[config.mk]
export PLATFORM = sky130hd
export DESIGN_NAME = scan_chain_ctrl
export DESIGN_NICKNAME = d
export VERILOG_FILES = /design/src/rtl/scan_chain_ctrl.sv
export SDC_FILE = /design/constraint.sdc
export NUM_CORES = 1
export LEC_CHECK = 0
export CORE_ASPECT_RATIO = 0.5
export CORE_MARGIN = 5
export CORE_UTILIZATION = 53
export CTS_CLUSTER_DIAMETER = 40
export DETAILED_ROUTE_END_ITERATION = 12
export GPL_TIMING_DRIVEN = 1
export PLACE_DENSITY = 0.91
export SYNTH_ARGS = -nofsm -noshare
export SYNTH_HDL_FRONTEND = slang
export SYNTH_SLANG_ARGS = --single-unit
[constraint.sdc]
create_clock -name CK -period 1.65 [get_ports CK]
set_input_delay 0.165 -clock CK [delete_from_list [all_inputs] [get_ports CK]]
set_output_delay 0.165 -clock CK [all_outputs]
set_load 0.02 [all_outputs]
[src/rtl/scan_chain_ctrl.sv]
// Scan-chain test controller: shifts a pattern in on SE/SI, runs one capture cycle, shifts the response off SO.
// Optional build macro SCAN_CMP_EN adds EXP/MISMATCH response comparison.
module scan_chain_ctrl #(
  parameter int CHAIN_LEN = 16
) (
  input  logic                 CK,
  input  logic                 R,
  input  logic                 START,
  input  logic [CHAIN_LEN-1:0] PAT,
`ifdef SCAN_CMP_EN
  input  logic [CHAIN_LEN-1:0] EXP,
  output logic                 MISMATCH,
`endif
  input  logic                 SO,
  output logic                 SE,
  output logic                 SI,
  output logic                 BUSY,
  output logic                 DONE,
  output logic [CHAIN_LEN-1:0] RESP
);

  localparam int CNT_W = $clog2(CHAIN_LEN);

  localparam logic [2:0] IDLE      = 3'd0;
  localparam logic [2:0] SHIFT_IN  = 3'd1;
  localparam logic [2:0] CAPTURE   = 3'd2;
  localparam logic [2:0] SHIFT_OUT = 3'd3;
  localparam logic [2:0] DONE_ST   = 3'd4;

  // Handshake: START acts as a valid that is consumed only while state is IDLE;
  // BUSY/DONE are status, not a ready, and START outside IDLE is dropped, never queued.
  logic [2:0]           state;
  logic [2:0]           state_nxt;
  logic [CNT_W-1:0]     cnt;
  logic [CNT_W-1:0]     cnt_nxt;
  logic [CHAIN_LEN-1:0] pat_sh;
  logic [CHAIN_LEN-1:0] resp_sh;
  logic [CHAIN_LEN-1:0] resp_final;
  logic                 last;
  logic                 accept;

  assign last   = (cnt == CNT_W'(CHAIN_LEN - 1));
  assign accept = (state == IDLE) && START;

  // Response including the bit being sampled on this edge, so RESP is valid together with DONE.
  always_comb begin
    resp_final      = resp_sh;
    resp_final[cnt] = SO;
  end

  always_comb begin
    state_nxt = state;
    cnt_nxt   = '0;
    case (state)
      IDLE: begin
        if (START) state_nxt = SHIFT_IN;
      end
      SHIFT_IN: begin
        if (last) state_nxt = CAPTURE;
        else      cnt_nxt   = cnt + CNT_W'(1);
      end
      CAPTURE: begin
        state_nxt = SHIFT_OUT;
      end
      SHIFT_OUT: begin
        if (last) state_nxt = DONE_ST;
        else      cnt_nxt   = cnt + CNT_W'(1);
      end
      DONE_ST: begin
        state_nxt = IDLE;
      end
      default: begin
        state_nxt = IDLE;
      end
    endcase
  end

  // Outputs are registered from the next state so they line up with the state they describe.
  always_ff @(posedge CK) begin
    if (R) begin
      state   <= IDLE;
      cnt     <= '0;
      pat_sh  <= '0;
      resp_sh <= '0;
      SE      <= 1'b0;
      SI      <= 1'b0;
      BUSY    <= 1'b0;
      DONE    <= 1'b0;
      RESP    <= '0;
    end else begin
      state <= state_nxt;
      cnt   <= cnt_nxt;
      SE    <= (state_nxt == SHIFT_IN) || (state_nxt == SHIFT_OUT);
      BUSY  <= (state_nxt == SHIFT_IN) || (state_nxt == CAPTURE) ||
               (state_nxt == SHIFT_OUT);
      DONE  <= (state_nxt == DONE_ST);
      SI    <= 1'b0;
      if (accept) begin
        SI     <= PAT[0];
        pat_sh <= PAT >> 1;
      end else if ((state == SHIFT_IN) && !last) begin
        SI     <= pat_sh[0];
        pat_sh <= pat_sh >> 1;
      end
      if (state == SHIFT_OUT) begin
        resp_sh[cnt] <= SO;
        if (last) RESP <= resp_final;
      end
    end
  end

`ifdef SCAN_CMP_EN
  logic [CHAIN_LEN-1:0] exp_lat;

  always_ff @(posedge CK) begin
    if (R) begin
      exp_lat  <= '0;
      MISMATCH <= 1'b0;
    end else if (accept) begin
      exp_lat  <= EXP;
      MISMATCH <= 1'b0;
    end else if ((state == SHIFT_OUT) && last) begin
      MISMATCH <= (resp_final != exp_lat);
    end
  end
`endif

endmodule

* Word-level counts from Yosys, hierarchy flattened *
Index checks and enable logic that the tools add are counted.

storage, ports and cells
  register bits = 58
  bits in latches = 0
  bits in writable memories = 0
  ROM bits = 0
  bits of input ports = 20
  output and inout port bits = 20
  logic and storage cells = 44
  memories kept = 0

operators by class
  add/sub/neg operators = 1
  $mul = 0
  divide/modulo/power cells = 0
  $lt $le $gt $ge = 2
  equal/unequal tests = 8
  shift-type cells = 0
  mux-type cells = 11
  bitwise gates (word level) = 1
  reduce and logical (&&, ||, !) cells = 12

operators with widths
  operator                                                                              number
  15-bit 2-to-1 mux                                                                     2
  16-bit bitwise mux                                                                    1
  3-bit by 2-bit == test with 1-bit output (second input constant)                      4
  3-bit case mux with 4 select lines                                                    1
  3-bit 2-to-1 mux                                                                      3
  3-bit by 1-bit == test with 1-bit output (second input constant)                      2
  4-bit by 5-bit < comparator with 1-bit output (second input constant)                 1
  4-bit by 1-bit adder with 4-bit output (second input constant)                        1
  1-bit demux with 4-bit select                                                         1
  4-bit == test (second input constant)                                                 1
  4-bit by 1-bit greater-or-equal comparator with 1-bit output (second input constant)  1
  3-bit == test (second input constant)                                                 1
  1-bit logical AND                                                                     3
  3-bit zero test                                                                       1
  1-bit logical OR                                                                      3
  1-bit 2-to-1 mux                                                                      3
  3-bit OR reduction                                                                    1
  2-bit AND reduction                                                                   1
  2-bit nonzero test                                                                    1
  2-bit OR reduction                                                                    1
  1-bit zero test                                                                       1
  1-bit NOT                                                                             1

* Longest topological paths before layout *
Gate-level depths: netlist of the first run.

  depth in word-level cells = 6
  mapped depth = 6
  mapped depth without buffers = 5

* Worst setup path after synthesis of the first run *
Ideal clock, no wire load.

  path kind = register to register
  start point = register cnt[0]
  end point = register RESP[4]
  library setup time = 116 ps
  data arrival time = 1383 ps
  data required time = 1534 ps
  slack = 150 ps
  cell stages (with the launch flop) = 7
  cell sequence = dfxtp_1 ha_1 buf_2 and4b_4 nand2_2 buf_2 a31o_2

on the way
  cells in the longest elaborated chain, start to end = 5

ends and longest elaborated chain
  what                                                                                                                                                        line  RTL
  from (decl)                                                                                                                                                 34    logic [CNT_W-1:0] cnt;
  from (signal assigned)                                                                                                                                      92    cnt <= cnt_nxt;
  4-bit by 5-bit < comparator with 1-bit output (implied by the code) / 4-bit by 1-bit greater-or-equal comparator with 1-bit output (equally long branches)  48    resp_final[cnt] = SO;
  1-bit logical AND (implied by the code)                                                                                                                     48
  1-bit 2-to-1 mux (implied by the code)                                                                                                                      48
  1-bit demux with 4-bit select                                                                                                                               48
  16-bit bitwise mux                                                                                                                                          48
  to (signal assigned)                                                                                                                                        107   if (last) RESP <= resp_final;
  to (decl)                                                                                                                                                   19    output logic [CHAIN_LEN-1:0] RESP

Several ways; a longest one is shown, not always the timed one.
A chain may end at the register's enable or synchronous reset.

* Final worst setup path of the first run *
  start point = register cnt[0]
  end point = register RESP[1]

The elaborated chain is that of the path after synthesis.

==> impl_metrics.ini, run 1 <==
[sta]
max_clock_freq_ghz = 0.645
slew-limit-headroom_pct = 69.7
finalHoldViolations = 0
fin_crit_sh_pct = 93.9
drv_slew = 0
fin_crit_ns = 1.55
rsz0062_at_grt = no
worst_slew_pin_slew_ns = 0.454
finalSetupViolCount = 0
fin_skew_ns = 0.00396

[synth]
synth_nets = 281
syn_inst = 257
synth_top_area_share_pct = 45.7
yosys_warnings = 0
synthTopCellsByArea = dfxtp_1 46%, a211oi_1 7.2%, mux2i_1 6.0%
ys_ff_latch = 57
synth_cell_type_count = 38
synth_seq_area_share_pct = 45.7
synth_area_per_cell_um2 = 9.71
yosysTopAreaCell = dfxtp_1
syn_area_um2 = 2490

[cts]
tritoncts = built
cts_buffers = 9
ctsLongestPathBuffers = 2
cts_num_sinks = 57
h-tree-depth = 3
clockRootBuffer = clkbuf_8
path_clk_slew_ns = 0.06
clock_latency_ns = 0.33
holdBufCountCts = 0

[layout]
nets = 328
drive_gt1_share_pct = 18.4
fin_area_um2 = 3190
area_growth_pct = 27.9
final_common_cell = dfxtp_1
diodes = 0
final_cell_mix = 56 x dfxtp_1, 39 x clkdlybuf4s50_1, 24 x a211oi_1, 23 x nor2_1

[power_and_ir_drop]
p_leak_nw = 1.19
power_w = 0.00286
irDropWorstVdd_mv = 0.453
power.density_nw_per_um2 = 895

[floorplanning]
core_um2 = 4470
die_h_um = 58.5
top_level_ports = 40
start_util_pct = 55.9
dieArea_um2 = 6260
die_w_um = 107
rows = 17

[worst_setup_path]
endpoint_kind = register
crit_arrival_ns = 1.83
worst-setup-path-type = register to register
critPathMaxFanout = 8
startpoint_type = register
critPathRequiredTime_ns = 1.93

[routing]
wirelength_um = 6060
via_per_inst = 5.83
drc = 0
wl_per_cell_um = 16.6
drtPass1Iterations = 4
num_vias = 2133
postRouteAntennaNets = 0
drtIter0Drc = 77

[grt]
grt_usage_pct = 20.7
globalRouteOverflowTotal = 0
grt_pass1_wl_um = 10200
grt_start_max_net_pins = 24
grt_pass1_vias = 2201
antenna_found_initial = 0

[placed_design]
postPlaceCellArea_um2 = 3000
gp_congestion = 0.797
hpwl_um = 4130
io_buffers = 39

[run]
maxCapViolCount = 0

[worst_hold_path]
hold_path_class = primary input to register

[run_status]
status = completed
[metrics by stage]
| stage | hold slack [ns] | cells | setup TNS, ns | utilization [%] | worst slack [ns] |
|---|---|---|---|---|---|
| 2_1_floorplan | 0.302 | 257 | 0 | - | 0.150 |
| 3_3_place_gp | 0.461 | 350 | 0 | 67.1 | 0.0576 |
| 3_5_place_dp | 0.469 | 350 | -0.0201 | 67.1 | -0.0137 |
| 4_1_cts | 0.375 | 366 | 0 | 71.1 | 0.0240 |
| 5_1_grt | 0.413 | 366 | 0 | 71.5 | 0.00527 |
| 6_report | 0.385 | 366 | 0 | 71.5 | 0.101 |
[kinds of logic (layout without fill, tap and decap cells)]
| family | Yosys count | count (layout) | synth area share [%] |
|---|---|---|---|
| simple gates | 85 | 85 | 20.9 |
| fa+ha+maj | 4 | 4 | 2.01 |
| xor+xnor | 3 | 3 | 1.05 |
| mux | 15 | 15 | 6.02 |
| compound gates | 67 | 67 | 18.7 |
| buf+inv | 26 | 78 | 5.67 |
| flops | 57 | 57 | 45.7 |
[sequential cells by signal, indices dropped and copies added (netlist names)]
| signal | flops |
|---|---|
| DONE | 1 |
| RESP | 16 |
| cnt | 4 |
| SE | 1 |
| state | 3 |
| pat_sh | 15 |
| BUSY | 1 |
| SI | 1 |
| resp_sh | 15 |
[layer usage]
| layer | routed length, µm | part of all wire, % | GRT usage, % |
|---|---|---|---|
| met2 | 3030 | 50 | 34.5 |
| met1 | 2620 | 43 | 24.3 |
| met4 | 78 | 1.3 | 6.56 |
| met5 | 0 | 0 | 0 |
| met3 | 333 | 5.5 | 9.20 |
[repair_timing]
action / CTS / global route
setup buffers: 0 / 0
setup endpoints to repair: 1 / 15
cloned: 0 / 0
hold endpoints to repair: 0 / 0
resized for setup: 1 / 4
[power by group]
part           switching, W  leakage (nW)  internal (W)  total [W]
Combinational      0.000138         0.632      0.000135   0.000273
Clock              0.000519        0.0932      0.000619    0.00114
Sequential        0.0000234         0.465       0.00142    0.00145
[critical path: stages (launching register included)]
cell and delay, ns:
dfxtp_1 0.41, ha_2 0.30, nand4b_4 0.20, buf_4 0.20, nor3_1 0.23, a31o_2 0.15
[synth_stat cells (all sizes together)]
cell / instances
or3: 1
buf: 13
nor3: 17
a31o: 12
inv: 4
nor4: 7
nor2: 24
o31ai: 4
or3b: 1
nand2b: 15
a31oi: 1
a32oi: 1
xor2: 3
nand2: 5
nor4b: 1
mux2i: 15
nand4: 1
dfxtp: 57
and4b: 1
nand3: 3
nand4b: 4
and3: 2
nor3b: 1
a211oi: 24
clkbuf: 9
o211ai: 4
or4b: 1
ha: 4
o21ai: 15
and2: 1
a21oi: 6
[worst paths after layout]
| check | startpoint | endpoint | slack [ns] | cells after the start |
|---|---|---|---|---|
| max | cnt[0] | RESP[1] | 0.10 | 5 |
| min | PAT[15] | pat_sh[14] | 0.38 | 3 |
| max reg2reg | cnt[0] | RESP[1] | 0.10 | 5 |
| min reg2reg | RESP[15] | RESP[15] | 0.47 | 2 |
[final cells by class]
cell class | count | area [µm²]
Clock buffer | 13 | 159
Clock inverter | 3 | 15.0
Fill cell | 330 | 1270
Inverter | 4 | 15.0
Multi-Input combinational cell | 174 | 1230
Sequential cell | 57 | 1140
Tap cell | 57 | 71.3
Timing Repair Buffer | 58 | 558
No activity file was read; power rests on OpenSTA's default activity.
==> run 2, diff against run 1 <==
- SKIP_CTS_REPAIR_TIMING: unset -> 1
==> run 2 against run 1 <==
Die area is the same. Combinational power about the same. Final cell count unchanged. Clock power about the same. Sequential power barely moved. Highest routed layer unchanged.
==> impl_metrics.ini, run 2 (synthesized netlist as in run 1, its figures left out) <==
[grt]
globalRouteOverflowTotal = 0
grt_usage_pct = 20.7
grt_pass1_wl_um = 10200
antenna_found_initial = 0
grt_start_max_net_pins = 24
grt_pass1_vias = 2192

[routing]
num_vias = 2135
drc = 0
drtPass1Iterations = 4
via_per_inst = 5.83
wirelength_um = 6080
drtIter0Drc = 73
postRouteAntennaNets = 0
wl_per_cell_um = 16.6

[cts]
clockRootBuffer = clkbuf_8
cts_num_sinks = 57
ctsLongestPathBuffers = 2
cts_buffers = 9
tritoncts = built
h-tree-depth = 3
clock_latency_ns = 0.34
path_clk_slew_ns = 0.06

[worst_setup_path]
crit_cells = 5
startpoint_type = register
crit_arrival_ns = 1.82
slowest_delay_ns = 0.41
critPathBufInv = 1
endpoint_kind = register
worst-setup-path-type = register to register
regToRegStartpoint = cnt[0]
worstPathCellList = ha_2 > nand4b_4 > buf_4 > nor3_1 > a31o_2
path_delay_family = simple AND/OR/NAND/NOR gates
r2r_setup_slack_ns = 0.10
critPathLaunch = cnt[0]
critPathSlowestCell = dfxtp_1
cp-endpoint = RESP[1]
reg2reg_to = RESP[1]
r2r_cells = 5
critPathRequiredTime_ns = 1.93
critPathMaxFanout = 8

[layout]
area_growth_pct = 27.9
drive_gt1_share_pct = 18.4
regMostFlops = RESP
largest_reg_flops = 16
fillers = 330
nets = 328
diodes = 0
final_cell_mix = 56 x dfxtp_1, 39 x clkdlybuf4s50_1, 24 x a211oi_1, 23 x nor2_1
top_regs = RESP (16), pat_sh (15), resp_sh (15)
final_common_cell = dfxtp_1

[floorplanning]
dieArea_um2 = 6260
start_util_pct = 55.9
rows = 17
die_h_um = 58.5
core_um2 = 4470
die_w_um = 107
top_level_ports = 40

[placed_design]
gp_congestion = 0.797
io_buffers = 39
hpwl_um = 4130

[sta]
rsz0062_at_grt = no
holdWs_ns = 0.385
finalSetupViolCount = 0
finalHoldViolations = 0
max_clock_freq_ghz = 0.647
fin_crit_ns = 1.55
slew-limit-headroom_pct = 70.0
fin_skew_ns = 0.00432
fin_crit_sh_pct = 93.6
worst_slew_pin_slew_ns = 0.449
drv_slew = 0

[power_and_ir_drop]
irDropWorstVdd_mv = 0.452
power.density_nw_per_um2 = 895
p_leak_nw = 1.19
power_w = 0.00286

[run]
maxCapViolCount = 0

[worst_hold_path]
min-delay-start = PAT[15]
hold_path_class = primary input to register

[run_status]
status = completed
## run 2: tightest hold or removal path, delay by kind of cell
family / cells / cell delay (ns)
compound gates: 1 / 0.05
buf+inv: 1 / 0.39
simple gates: 1 / 0.06
## run 2: metal layers
metal  wire length (µm)  global-route usage [%]  vias to the layer above  part of all wire (%)
li1                   -                       -                     1045                     -
met1               2580                    24.3                     1021                    42
met2               3030                    34.3                       57                    50
met3                365                    9.20                       12                   6.0
met4                101                    6.56                        0                   1.7
met5                  0                       0                        -                     0
## run 2: stage by stage
stage	worst slack [ns]	cells	util [%]	cell area, µm²	setup TNS (ns)
global placement	0.0576	350	67.1	3000	0
floorplan	0.150	257	-	2490	0
detailed placement	-0.0137	350	67.1	3000	-0.0201
finish	0.105	366	71.5	3190	0
global route	0.00527	366	71.5	3190	0
CTS	-0.000591	366	71.0	3170	-0.000591
## run 2: how the worst min path moves through the flow
stage,cells after the start,end
floorplan,2,SI
global placement,2,RESP[15]
detailed placement,2,RESP[15]
CTS,3,pat_sh[14]
global route,3,pat_sh[14]
finish,3,pat_sh[14]
## run 2: power breakdown
group | switching [W] | internal, W
Clock | 0.000518 | 0.000619
Sequential | 0.0000233 | 0.00142
Combinational | 0.000138 | 0.000135
## run 2: area by class of cell
cell class / instances / area [µm²] / share of cell area, %
Sequential cell: 57 / 1140 / 35.8
Multi-Input combinational cell: 174 / 1230 / 38.6
Inverter: 4 / 15.0 / 0.470
Tap cell: 57 / 71.3 / 2.23
Clock buffer: 13 / 159 / 4.98
Timing Repair Buffer: 58 / 558 / 17.5
Clock inverter: 3 / 15.0 / 0.470
